File: src/rtl/fadd_arbiter.sv
// rtl/fadd_arbiter.sv - two-requester round-robin front end for a shared pipelined fadd
// Issues one operation per cycle, tags it through a LAT-deep shift register and reports results in order.
module fadd_arbiter #(
  parameter int LAT = 2
) (
  input  logic        clk,
  input  logic        rst,
  input  logic        req0_valid,
  output logic        req0_ready,
  input  logic [31:0] req0_x1,
  input  logic [31:0] req0_x2,
  input  logic        req0_sub,
  input  logic        req1_valid,
  output logic        req1_ready,
  input  logic [31:0] req1_x1,
  input  logic [31:0] req1_x2,
  input  logic        req1_sub,
  output logic [31:0] fadd_x1,
  output logic [31:0] fadd_x2,
  input  logic [31:0] fadd_y,
  input  logic        fadd_ovf,
  output logic        rsp_valid,
  output logic        rsp_id,
  output logic [31:0] rsp_y,
  output logic        rsp_ovf,
  output logic        busy
);

  logic           lg;
  logic [LAT-1:0] tag_valid;
  logic [LAT-1:0] tag_id;
  logic           issue;
  logic           grant_id;

  // lg=1 means requester 1 won last, so requester 0 takes the next contended slot.
  always_comb begin
    req0_ready = 1'b0;
    req1_ready = 1'b0;
    if (!rst) begin
      if (req0_valid && req1_valid) begin
        req0_ready = lg;
        req1_ready = !lg;
      end else begin
        req0_ready = req0_valid;
        req1_ready = req1_valid;
      end
    end
  end

  assign issue    = req0_ready | req1_ready;
  assign grant_id = req1_ready;

  always_comb begin
    fadd_x1 = 32'h0;
    fadd_x2 = 32'h0;
    if (req0_ready) begin
      fadd_x1 = req0_x1;
      fadd_x2 = {req0_x2[31] ^ req0_sub, req0_x2[30:0]};
    end else if (req1_ready) begin
      fadd_x1 = req1_x1;
      fadd_x2 = {req1_x2[31] ^ req1_sub, req1_x2[30:0]};
    end
  end

  always_ff @(posedge clk) begin
    if (rst) begin
      lg        <= 1'b1;
      tag_valid <= '0;
      tag_id    <= '0;
      rsp_valid <= 1'b0;
      rsp_id    <= 1'b0;
      rsp_y     <= 32'h0;
      rsp_ovf   <= 1'b0;
    end else begin
      if (issue) lg <= grant_id;
      tag_valid[0] <= issue;
      tag_id[0]    <= grant_id;
      for (int i = 1; i < LAT; i++) begin
        tag_valid[i] <= tag_valid[i-1];
        tag_id[i]    <= tag_id[i-1];
      end
      // The last tag stage lines up with the fadd output for that operation.
      rsp_valid <= tag_valid[LAT-1];
      if (tag_valid[LAT-1]) begin
        rsp_id  <= tag_id[LAT-1];
        rsp_y   <= fadd_y;
        rsp_ovf <= fadd_ovf;
      end
    end
  end

  assign busy = (|tag_valid) | rsp_valid;

endmodule

File: config.mk
export PLATFORM = sky130hd
export DESIGN_NAME = fadd_arbiter
export DESIGN_NICKNAME = d
export VERILOG_FILES = /design/src/rtl/fadd_arbiter.sv
export SDC_FILE = /design/constraint.sdc
export NUM_CORES = 1
export LEC_CHECK = 0
export BUFFER_PORTS_ARGS = -buffer_cell sky130_fd_sc_hd__buf_2
export CAP_MARGIN = 20
export CORE_AREA = 2 2 105 107
export DETAILED_ROUTE_END_ITERATION = 16
export DIE_AREA = 0 0 107 109
export SYNTH_ARGS = -nofsm -noshare
export SYNTH_HDL_FRONTEND = slang
export SYNTH_SLANG_ARGS = --single-unit
export TNS_END_PERCENT = 100
File: constraint.sdc
create_clock -name clk -period 3.89 [get_ports clk]
set_input_delay 0.9725 -clock clk [delete_from_list [all_inputs] [get_ports clk]]
set_output_delay 0.9725 -clock clk [all_outputs]
set_load 0.01 [all_outputs]
== After elaboration in Yosys (flattened, before gate mapping) ==
Cells that the tools add are included.
Word-level totals
  bits in registers: 40
  output and inout bits: 102
  word-level logic and storage cells: 22
Cells by class
  mux-type cells: 8
  bitwise logic cells: 4
  reduce and logical (&&, ||, !) cells: 3
Operator list (number)
  $mux W32: 4
  $mux W1: 4
  $or A1 B1 Y1: 2
  $reduce_or A2 Y1: 1
  $xor A1 B1 Y1: 2
  $logic_and A1 B1 Y1: 1
  $logic_not A1 Y1: 1

== Depth between registers and ports, before layout ==
  word-level depth: 5
  gate-level depth with buffers: 5
  depth with buffers taken out: 3

== Worst setup path before layout ==
No wires, ideal clock.
  kind: in2out
  start point: in rst
  end point: out fadd_x1[23]
  arrival: 1814 ps
  setup slack: 1104 ps
  cell stages on the path: 5
  cells stage by stage: buf_2 > and3b_1 > buf_6 > buf_6 > a22o_1
Between the ends
  longest elaborated chain between the ends: 3
Ends and longest elaborated chain
  from (decl): RTL line 7  | input logic rst,
  $mux W1: RTL line 39  | if (!rst) begin
  named net req1_ready: RTL line 14  | output logic req1_ready,
  $mux W32: RTL line 59  | end else if (req1_ready) begin
  $mux W32: RTL line 56  | if (req0_ready) begin
  to (decl): RTL line 18  | output logic [31:0] fadd_x1,
The timed path passes the listed nets, and every way through them passes these cells.

== Final worst setup path ==
  start point: in req1_valid
  end point: out fadd_x2[4]
Between the ends
  longest elaborated chain between the ends: 5
Ends and longest elaborated chain
  from (decl): RTL line 13  | input logic req1_valid,
  $logic_and A1 B1 Y1: RTL line 40  | if (req0_valid && req1_valid) begin
  $mux W1: RTL line 40
  $mux W1: RTL line 39
  $mux W32: RTL line 59
  $mux W32 (*): RTL line 56
  to (decl): RTL line 19  | output logic [31:0] fadd_x2,
Every way passes the cells marked *; elsewhere a longest branch is shown, timed or not.

==> flow_summary.json <==
{
  "postCtsHoldBufs": 0,
  "core_area_um2": 10600,
  "path_class": "primary input to output port",
  "drive_gt1_frac": 0.603,
  "ant_nets": 0,
  "cts_max_path_buffers": 2,
  "setup-violations-final": 0,
  "hpwlAfterDp_um": 7480,
  "dr.pass1.iters": 4,
  "avgSynthCellArea_um2": 9.97,
  "drt_iter0_markers": 155,
  "die-area_um2": 11700,
  "ys_top_cells_by_area": "dfxtp_1 38%, a22o_1 26%, mux2i_1 16%",
  "grtUsageTotal": 0.133,
  "status": "finished clean",
  "worstPathArrival_ns": 2.17,
  "first_global_vias": 2295,
  "yosysSeqAreaShare": 0.379,
  "p_total_mw": 1.03,
  "p_leak_nw": 2.02,
  "report.final.slew_viol_count": 0,
  "ios": 269,
  "setup.worst_path.end_class": "output port",
  "fmax_ghz": 0.318,
  "finClkSkew_ns": 0.00604,
  "cts.repair.resized": 0,
  "yosys.cell_types.count": 19,
  "slew_headroom": 0.604,
  "syn-num-nets": 379,
  "gp_congestion": 0.695,
  "cp-start-kind": "primary input",
  "dpl.cell_count": 601,
  "ir_worst_vdd_uv": 198,
  "powerDensity_nw_per_um2": 283,
  "clockRootBuffer": "clkbuf_8",
  "path_delay_family": "buffers and inverters",
  "path_clk_slew_ns": 0.07,
  "numPortBuffers": 268,
  "slowest_stage": "buf_12",
  "grt_overflow": 0,
  "final_area_um2": 3620,
  "yosysWarningCount": 0,
  "maxCapViolations": 0,
  "cpMostUsedCell": "buf_2",
  "worstPathRequired_ns": 2.92,
  "cts_tree": "yes",
  "finalHoldViolCount": 0,
  "rows": 38,
  "cp_max_fo": 64,
  "grt_pass1_wl_um": 12000,
  "layout_commonest_cell": "buf_2",
  "drt-total-wl_um": 9000,
  "fin_cells": 610,
  "placed_area_um2": 3520,
  "fp.dieW_um": 107,
  "nFillCells": 1099,
  "start_util": 0.199,
  "syn_area_um2": 2110,
  "worst_pin_slew_ns": 0.595,
  "fin_crit_sh": 0.808,
  "dp_slack_ns": 0.772,
  "hold_class": "register to register",
  "worst_slack_ns": 0.746,
  "route.detailed.drc": 0,
  "mostFrequentLayoutCells": "268 x buf_2, 63 x a22o_1, 39 x dfxtp_1",
  "layout.nets": 635,
  "path_buf_inv": 3,
  "viasPerCell": 4.32,
  "cts_setup_buffers": 0,
  "syn2layout_area_growth_pct": 71.2,
  "htree_levels": 2,
  "period_needed_ns": 3.14,
  "tns_ns": 0,
  "wl_per_cell_um": 14.8,
  "grt_max_degree": 65,
  "vias": 2633,
  "rsz0062_at_grt": "no",
  "antenna_found_initial": 2,
  "syn_inst": 212,
  "synth_top_area_share": 0.379,
  "clock_latency_ns": 0.28,
  "ys_ff_latch": 40,
  "crit_chain": "buf_2, nor2b_1, nor3b_4, buf_12, a22o_1, buf_2",
  "yosysTopAreaCell": "dfxtp_1",
  "cts_made_buffers": 5,
  "die_h_um": 109,
  "clock_sinks": 40,
  "max_stage_delay_ns": 0.28
}
==> through the flow <==
step | hold slack [ns] | util
global route | 0.476 | 0.341
finish | 0.460 | 0.341
detailed placement | 0.454 | 0.332
global placement | 0.446 | 0.332
CTS | 0.465 | 0.341
floorplan | 0.414 | -
==> logic make-up (layout without fill, tap and decap cells) <==
kind of cell / count (synthesis) / count (layout) / share of synthesized area
muxes: 34 / 34 / 0.161
buffers and inverters: 23 / 280 / 0.0828
DFF: 40 / 40 / 0.379
and+or+nand+nor: 48 / 48 / 0.104
xor gates and xnor gates: 2 / 2 / 0.00829
other: 0 / 1 / 0
AOI/OAI and AO/OA: 65 / 65 / 0.266
==> cells in the mapped netlist <==
cell type and number:
nor2b_1 4, nand3b_1 1, dfxtp_1 40, nand3_1 1
buf_6 8, o21ai_0 1, and3b_1 2, buf_2 5
a22o_1 63, nor2_1 36, mux2i_1 34, a21oi_1 1
nand2b_1 1, nand2_1 1, buf_4 6, or3_1 1
xor2_1 2, nor3b_2 1, clkbuf_1 4
==> state kept, by name, indices dropped and copies added, names as in the netlist <==
signal / count
rsp_id: 1
tag_id: 2
rsp_y: 32
rsp_ovf: 1
lg: 1
rsp_valid: 1
tag_valid: 2
==> routing by layer <==
metal  GRT usage  up-vias  part of all wire
li1            -     1295                 -
met3      0.0257        6             0.079
met1       0.166     1189              0.40
met2       0.240      143              0.51
met4      0.0278        0             0.012
met5           0        -                 0
==> final cells by class <==
type | count | area, um2 | share of cell area
repair buffers | 272 | 1400 | 0.386
multi-input cells | 149 | 1150 | 0.317
flip-flops and latches | 40 | 802 | 0.222
well taps | 140 | 175 | 0.0484
clock buffers | 6 | 82.6 | 0.0228
clock inverters | 2 | 15.0 | 0.00415
diodes | 1 | 2.50 | 0.000691
==> where the power goes <==
group | total (mW) | internal (mW) | leakage, nW | switching, mW
sequential | 0.436 | 0.428 | 0.327 | 0.00841
combinational | 0.303 | 0.159 | 1.65 | 0.144
clock | 0.286 | 0.144 | 0.0434 | 0.143
==> final timing paths <==
kind	start	to	slack, ns	cells past startpoint
worst max register to register	tag_valid[1]	rsp_y[1]	2.65	3
worst min-delay path	tag_id[0]	tag_id[1]	0.46	1
worst min register to register	tag_id[0]	tag_id[1]	0.46	1
worst max-delay path	req1_valid	fadd_x2[4]	0.75	6
Note: power is estimated with default switching activity, not from simulation.
